[config.mk]
export PLATFORM = sky130hd
export DESIGN_NAME = periph_bridge
export DESIGN_NICKNAME = d
export VERILOG_FILES = /design/src/rtl/periph_bridge_pkg.sv /design/src/rtl/periph_bridge_decode.sv /design/src/rtl/periph_bridge.sv
export SDC_FILE = /design/constraint.sdc
export NUM_CORES = 1
export LEC_CHECK = 0
export ABC_AREA = 1
export BUFFER_PORTS_ARGS = -buffer_cell sky130_fd_sc_hd__buf_2
export CORE_AREA = 2 2 133 135
export CTS_CLUSTER_DIAMETER = 60
export DETAILED_ROUTE_END_ITERATION = 10
export DIE_AREA = 0 0 135 137
export MAX_ROUTING_LAYER = met4
export PLACE_DENSITY = 0.69
export SYNTH_ARGS = -nofsm -noshare
export SYNTH_HDL_FRONTEND = slang
export SYNTH_HIERARCHICAL = 1
export SYNTH_SLANG_ARGS = --single-unit
export TNS_END_PERCENT = 30
[constraint.sdc]
create_clock -name clk_i -period 2.3 [get_ports clk_i]
set_clock_uncertainty 0.2 [all_clocks]
set_input_delay 0.23 -clock clk_i [delete_from_list [all_inputs] [get_ports clk_i]]
set_output_delay 0.23 -clock clk_i [all_outputs]
set_load 0.005 [all_outputs]
[src/rtl/periph_bridge_pkg.sv]
// Shared definitions for the data-side peripheral bridge: FSM encodings,
// error read data and the default SoC peripheral address map.
package periph_bridge_pkg;

   localparam logic [1:0] ST_IDLE   = 2'd0;
   localparam logic [1:0] ST_ACCESS = 2'd1;
   localparam logic [1:0] ST_ERR    = 2'd2;

   localparam logic [31:0] ERR_DATA_DEF = 32'hDEAD_BEEF;

   localparam logic [31:0] MTIME_BASE = 32'h0000_8000;
   localparam logic [31:0] MTIME_MASK = 32'hFFFF_FFF0;
   localparam logic [31:0] UART_BASE  = 32'h0000_8010;
   localparam logic [31:0] UART_MASK  = 32'hFFFF_FFFC;
   localparam logic [31:0] GPIO_BASE  = 32'h0000_8020;
   localparam logic [31:0] GPIO_MASK  = 32'hFFFF_FFF0;
   localparam logic [31:0] TIMER_BASE = 32'h0000_8030;
   localparam logic [31:0] TIMER_MASK = 32'hFFFF_FFF0;

   // Slave k lives in bits [32k+31:32k]; slave 0 is the rightmost word.
   localparam logic [127:0] DEF_SLV_BASE = {TIMER_BASE, GPIO_BASE, UART_BASE, MTIME_BASE};
   localparam logic [127:0] DEF_SLV_MASK = {TIMER_MASK, GPIO_MASK, UART_MASK, MTIME_MASK};

endpackage

[src/rtl/periph_bridge_decode.sv]
// Combinational priority address matcher: lowest-indexed matching slave wins,
// miss flags an access that matches no slave.
module periph_decode
   import periph_bridge_pkg::*;
#(
   parameter int                 NSLV     = 4,
   parameter logic [NSLV*32-1:0] SLV_BASE = DEF_SLV_BASE,
   parameter logic [NSLV*32-1:0] SLV_MASK = DEF_SLV_MASK
) (
   input  logic [31:0]     addr_i,
   output logic [NSLV-1:0] sel_o,
   output logic            miss_o
);

   logic [NSLV-1:0] hit;

   // NOTE: every variable written in always_comb gets a default first so no path leaves it unassigned (no latch).
   always_comb begin
      hit = '0;
      for (int k = 0; k < NSLV; k++) begin
         hit[k] = ((addr_i & SLV_MASK[32*k +: 32]) == SLV_BASE[32*k +: 32]);
      end
   end

   // Isolating the lowest set bit gives the priority one-hot select.
   assign sel_o  = hit & (~hit + NSLV'(1));
   assign miss_o = ~|hit;

endmodule

[src/rtl/periph_bridge.sv]
// Data-side peripheral bridge: decodes core accesses onto NSLV slaves through a
// registered request stage, stalls on slave wait states, reports timeouts and misses.
module periph_bridge
   import periph_bridge_pkg::*;
#(
   parameter int                 NSLV     = 4,
   parameter logic [NSLV*32-1:0] SLV_BASE = DEF_SLV_BASE,
   parameter logic [NSLV*32-1:0] SLV_MASK = DEF_SLV_MASK,
   parameter int                 TIMEOUT  = 16,
   parameter logic [31:0]        ERR_DATA = ERR_DATA_DEF
) (
   input  logic                 clk_i,
   input  logic                 reset_i,
   input  logic                 req_i,
   input  logic [31:0]          addr_i,
   input  logic [31:0]          wdata_i,
   input  logic [3:0]           wmask_i,
   input  logic                 wen_i,
   output logic [31:0]          rdata_o,
   output logic                 stall_o,
   output logic                 err_o,
   output logic [31:0]          err_addr_o,
   output logic [NSLV-1:0]      csb_o,
   output logic [31:0]          addr_o,
   output logic [31:0]          wdata_o,
   output logic [3:0]           wmask_o,
   output logic                 wen_o,
   input  logic [NSLV*32-1:0]   sdata_i,
   input  logic [NSLV-1:0]      sready_i
);

   localparam int               CNT_W    = $clog2(TIMEOUT + 1);
   localparam logic [CNT_W-1:0] CNT_LAST = CNT_W'(TIMEOUT - 1);

   logic [1:0]       state_q, state_d;
   logic [CNT_W-1:0] cnt_q, cnt_d, cnt_inc;
   logic [NSLV-1:0]  sel_q, sel_d;
   logic [31:0]      addr_q, addr_d;
   logic [31:0]      wdata_q, wdata_d;
   logic [3:0]       wmask_q, wmask_d;
   logic             wen_q, wen_d;
   logic [31:0]      err_addr_q, err_addr_d;

   logic [NSLV-1:0]  dec_sel;
   logic             dec_miss;
   logic             sel_ready;
   logic [31:0]      sel_rdata;
   logic             can_accept;

   periph_decode #(
      .NSLV     (NSLV),
      .SLV_BASE (SLV_BASE),
      .SLV_MASK (SLV_MASK)
   ) u_decode (
      .addr_i (addr_i),
      .sel_o  (dec_sel),
      .miss_o (dec_miss)
   );

   // Only the selected slave's ready and data are observed.
   assign sel_ready = |(sready_i & sel_q);
   always_comb begin
      sel_rdata = '0;
      for (int k = 0; k < NSLV; k++) begin
         if (sel_q[k]) sel_rdata = sel_rdata | sdata_i[32*k +: 32];
      end
   end

   // The completion cycle accepts a new request, so back-to-back accesses skip IDLE.
   assign can_accept = (state_q == ST_IDLE) || ((state_q == ST_ACCESS) && sel_ready);
   assign cnt_inc    = cnt_q + CNT_W'(1);

   always_comb begin
      state_d    = state_q;
      cnt_d      = cnt_q;
      sel_d      = sel_q;
      addr_d     = addr_q;
      wdata_d    = wdata_q;
      wmask_d    = wmask_q;
      wen_d      = wen_q;
      err_addr_d = err_addr_q;
      case (state_q)
         ST_ACCESS: begin
            if (sel_ready) begin
               state_d = ST_IDLE;
               cnt_d   = '0;
            end else if (cnt_inc == CNT_LAST) begin
               state_d    = ST_ERR;
               cnt_d      = '0;
               err_addr_d = addr_q;
            end else begin
               cnt_d = cnt_inc;
            end
         end
         ST_ERR:  state_d = ST_IDLE;
         default: state_d = ST_IDLE;
      endcase
      if (req_i && can_accept) begin
         if (dec_miss) begin
            state_d    = ST_ERR;
            err_addr_d = addr_i;
         end else begin
            state_d = ST_ACCESS;
            cnt_d   = '0;
            sel_d   = dec_sel;
            addr_d  = addr_i;
            wdata_d = wdata_i;
            wmask_d = wmask_i;
            wen_d   = wen_i;
         end
      end
   end

   // NOTE: sequential state uses non-blocking assignments so every flop samples pre-edge values.
   always_ff @(posedge clk_i or negedge reset_i) begin
      if (!reset_i) begin
         state_q    <= ST_IDLE;
         cnt_q      <= '0;
         sel_q      <= '0;
         addr_q     <= '0;
         wdata_q    <= '0;
         wmask_q    <= '0;
         wen_q      <= 1'b1;
         err_addr_q <= '0;
      end else begin
         state_q    <= state_d;
         cnt_q      <= cnt_d;
         sel_q      <= sel_d;
         addr_q     <= addr_d;
         wdata_q    <= wdata_d;
         wmask_q    <= wmask_d;
         wen_q      <= wen_d;
         err_addr_q <= err_addr_d;
      end
   end

   // Chip selects derive from reset flops, so reset releases them immediately.
   always_comb begin
      csb_o   = '1;
      rdata_o = '0;
      stall_o = 1'b0;
      err_o   = 1'b0;
      case (state_q)
         ST_ACCESS: begin
            csb_o   = ~sel_q;
            stall_o = ~sel_ready;
            if (sel_ready) rdata_o = sel_rdata;
         end
         ST_ERR: begin
            rdata_o = ERR_DATA;
            err_o   = 1'b1;
         end
         default: ;
      endcase
   end

   assign addr_o     = addr_q;
   assign wdata_o    = wdata_q;
   assign wmask_o    = wmask_q;
   assign wen_o      = wen_q;
   assign err_addr_o = err_addr_q;

endmodule

==> impl_metrics.xml <==
<?xml version="1.0" encoding="UTF-8"?>
<metrics>
  <group name="power">
    <metric name="pwr-share-clk" unit="">0.393</metric>
    <metric name="comb_power_share" unit="">0.147</metric>
    <metric name="switchingPower" unit="mW">1.14</metric>
    <metric name="power.switching_fraction" unit="">0.252</metric>
    <metric name="pint" unit="mW">3.38</metric>
    <metric name="seq_power_share" unit="">0.461</metric>
    <metric name="power.density_cell_area" unit="nW/um2">471</metric>
    <metric name="ir_drop" unit="uV">333</metric>
    <metric name="static-leakage-power" unit="nW">5.65</metric>
  </group>
  <group name="layout">
    <metric name="multi_input_comb_area" unit="um2">2920</metric>
    <metric name="area_growth_syn_to_layout" unit="%">49.7</metric>
    <metric name="fin_area" unit="um2">9610</metric>
    <metric name="final_layout_size_suffix_gt1_frac" unit="">0.306</metric>
    <metric name="finish.cell_count_without_fillers" unit="">1578</metric>
    <metric name="number_of_nets_in_the_finished_design" unit="">1551</metric>
    <metric name="num-fill-cells" unit="">1659</metric>
    <metric name="seq_area" unit="um2">2800</metric>
    <metric name="final_common_cell" unit="">nand2_1</metric>
    <metric name="mostFrequentLayoutCells" unit="">nand2_1 (465), buf_2 (333), dfrtp_1 (111), inv_1 (106), nand3_1 (94)</metric>
  </group>
  <group name="timing">
    <metric name="max_freq" unit="MHz">446</metric>
    <metric name="grt_setup_unrepaired" unit="">true</metric>
    <metric name="slew_violations" unit="">0</metric>
    <metric name="post-route-min-period" unit="ps">2240</metric>
    <metric name="report.final.hold_viol_count" unit="">0</metric>
    <metric name="max_slew.worst_pin.slew" unit="ps">609</metric>
    <metric name="relSlewSlack" unit="">0.594</metric>
    <metric name="timing.final.setup_violations" unit="">0</metric>
    <metric name="timing.final.crit_share" unit="">0.976</metric>
  </group>
  <group name="routing">
    <metric name="antenna_left" unit="">0</metric>
    <metric name="detailedRoute.firstPassIterationCount" unit="">7</metric>
    <metric name="drt_iter0_drc" unit="">321</metric>
    <metric name="drc" unit="">0</metric>
    <metric name="vias_per_cell" unit="">4.80</metric>
    <metric name="routed-via-count" unit="">7580</metric>
    <metric name="finalWirelength" unit="um">25000</metric>
    <metric name="wire_per_inst" unit="um">15.8</metric>
  </group>
  <group name="die">
    <metric name="die_height" unit="um">137</metric>
    <metric name="core_area" unit="um2">17100</metric>
    <metric name="dieArea" unit="um2">18500</metric>
    <metric name="start_util" unit="">0.376</metric>
    <metric name="floorplan.io_pins" unit="">343</metric>
    <metric name="rows" unit="">48</metric>
    <metric name="fp.dieW" unit="um">135</metric>
  </group>
  <group name="clock_network">
    <metric name="cts_tree" unit="">built</metric>
    <metric name="clock_tree.htree_level_count" unit="">3</metric>
    <metric name="numClockSinks" unit="">112</metric>
    <metric name="ctsLongestPathBuffers" unit="">2</metric>
    <metric name="cts_made_buffers" unit="">9</metric>
    <metric name="clock_tree.root_cell" unit="">clkbuf_16</metric>
    <metric name="clkSlewWorstSetupHoldPaths" unit="ps">80</metric>
    <metric name="clkLatencyLatePin" unit="ps">350</metric>
  </group>
  <group name="worst_setup_path">
    <metric name="timing.critical_path.from_type" unit="">register</metric>
    <metric name="path_max_fanout" unit="">32</metric>
    <metric name="crit_path_end_kind" unit="">primary output</metric>
    <metric name="cp_data_required_time" unit="ps">1870</metric>
    <metric name="criticalPathCategory" unit="">register to primary output</metric>
    <metric name="cp.arrival" unit="ps">1810</metric>
  </group>
  <group name="global_route">
    <metric name="global_route_wire_length_before_repair" unit="um">35900</metric>
    <metric name="global_route.overflow_total" unit="">0</metric>
    <metric name="grt_antenna_before_repair" unit="">7</metric>
    <metric name="largest_net_degree_at_the_start_of_global_routing" unit="">113</metric>
    <metric name="grt_pass1_vias" unit="">6917</metric>
    <metric name="grt_usage" unit="">0.257</metric>
  </group>
  <group name="outcome">
    <metric name="outcome" unit="">completed</metric>
  </group>
  <group name="min_path">
    <metric name="worstHoldPathType" unit="">input pin to register</metric>
  </group>
  <group name="synthesis">
    <metric name="ys.warnings.count" unit="">6</metric>
    <metric name="netlist_area" unit="um2">6420</metric>
    <metric name="ys_types" unit="">28</metric>
    <metric name="synthCells" unit="">948</metric>
    <metric name="synth_seq_cells" unit="">112</metric>
    <metric name="post_synth.cell_area_avg" unit="um2">6.77</metric>
    <metric name="synth_sequential_area_ratio" unit="">0.437</metric>
    <metric name="postSynthNetCount" unit="">1157</metric>
  </group>
  <group name="place">
    <metric name="gpl.final_weighted_congestion" unit="">0.886</metric>
    <metric name="place_area" unit="um2">8360</metric>
    <metric name="place.port_buffers" unit="">342</metric>
    <metric name="dpl.cell_count" unit="">1480</metric>
    <metric name="post-dp-hpwl" unit="um">16800</metric>
  </group>
  <group name="flow_run">
    <metric name="drv_cap" unit="">0</metric>
  </group>
</metrics>
[logic make-up (layout without fill, tap and decap cells)]
group / count (synthesis) / count (layout) / share of synthesized area
compound gates: 61 / 61 / 0.0526
simple gates: 605 / 605 / 0.389
fa+ha+maj: 5 / 5 / 0.00975
flops: 112 / 112 / 0.437
buf+inv: 165 / 564 / 0.112
other cells: 0 / 6 / 0
[cell type report]
cell class | instances | area share
Clock inverter | 6 | 0.0100
Tap cell | 225 | 0.0293
Multi-Input combinational cell | 671 | 0.304
Antenna cell | 6 | 0.00156
Sequential cell | 112 | 0.292
Inverter | 113 | 0.0457
Timing Repair Buffer | 435 | 0.293
Clock buffer | 10 | 0.0249
[power groups by stage]
stage	logic [mW]	clock network, mW	registers, mW
after floorplan	0.181	0	2.13
after global placement	0.568	0	2.12
after detailed placement	0.576	0	2.12
after CTS	0.670	1.81	2.09
after global routing	0.744	1.90	2.09
final	0.664	1.78	2.09
[path summary, 6_finish.rpt]
check / start / endpoint / slack [ps] / cells past startpoint
max: state_q[1] / rdata_o[27] / 60 / 6
min: addr_i[25] / addr_o[25] / 60 / 3
max reg2reg: state_q[1] / err_addr_o[8] / 250 / 8
min reg2reg: wen_o / wen_o / 270 / 2
max in group asynchronous: reset_i / err_addr_o[22] / 1150 / 3
min in group asynchronous: reset_i / wdata_o[24] / 300 / 3
[per-stage QoR]
step | worst slack (ps) | util | power [mW] | hold WS, ps | TNS, ps
after floorplan | 404 | - | 2.31 | -266 | 0
after global placement | 112 | 0.490 | 2.69 | 170 | 0
after detailed placement | 95.1 | 0.490 | 2.70 | 170 | 0
after CTS | 6.75 | 0.551 | 4.57 | 198 | 0
after global routing | -8.93 | 0.564 | 4.74 | 81.3 | -24.8
final | 56.2 | 0.564 | 4.53 | 55.7 | 0
[sequential cells by signal, summed over array words and instances (netlist names)]
signal / cells
wdata_o: 32
wmask_o: 4
sel_q: 4
state_q: 2
cnt_q: 5
wen_o: 1
addr_o: 32
err_addr_o: 32
[worst max-delay path, cell delays in order (launching register included)]
cell     delay [ps]
dfrtp_1         390
inv_1           100
ha_2            280
nand3_1         110
buf_6           190
o21ai_0         230
buf_2           160
[synthesized netlist by cell type]
library cell | n | area [um2]
dfrtp_1 | 111 | 2780
buf_2 | 10 | 50.1
nand3_2 | 2 | 20.0
o211ai_1 | 1 | 7.51
nand2_1 | 467 | 1750
nand3_1 | 94 | 470
a21oi_1 | 24 | 120
nor3_1 | 2 | 10.0
nor2_1 | 20 | 75.1
nand3b_1 | 2 | 15.0
nor2_2 | 3 | 18.8
nor2_4 | 2 | 22.5
nor2_8 | 1 | 20.0
o21ai_0 | 28 | 140
nand2_4 | 1 | 11.3
a41oi_1 | 6 | 52.6
buf_4 | 15 | 113
nand2_2 | 7 | 43.8
nand3_4 | 1 | 17.5
clkbuf_1 | 23 | 86.3
inv_2 | 5 | 18.8
a221oi_1 | 2 | 17.5
clkinv_1 | 1 | 3.75
nand4_1 | 3 | 18.8
inv_1 | 107 | 402
ha_1 | 5 | 62.6
dfstp_2 | 1 | 26.3
buf_6 | 4 | 45.0
[layer usage]
metal,global-route usage,up-vias,routed length [um]
met2,0.440,334,12900
li1,-,3698,-
met1,0.291,3506,9540
met3,0.0659,42,2050
met5,-,-,0
met4,0.0955,0,542
[repair_timing]
item / in CTS / in global routing
cloned: 0 / 6
hold buffers: 70 / 0
setup endpoints to repair: 12 / 128
gates resized for setup: 3 / 19
endpoints found under the hold margin: 212 / 0
setup buffers: 0 / 9
pin swaps: 0 / 2
Power figures use the tool's default switching activity.
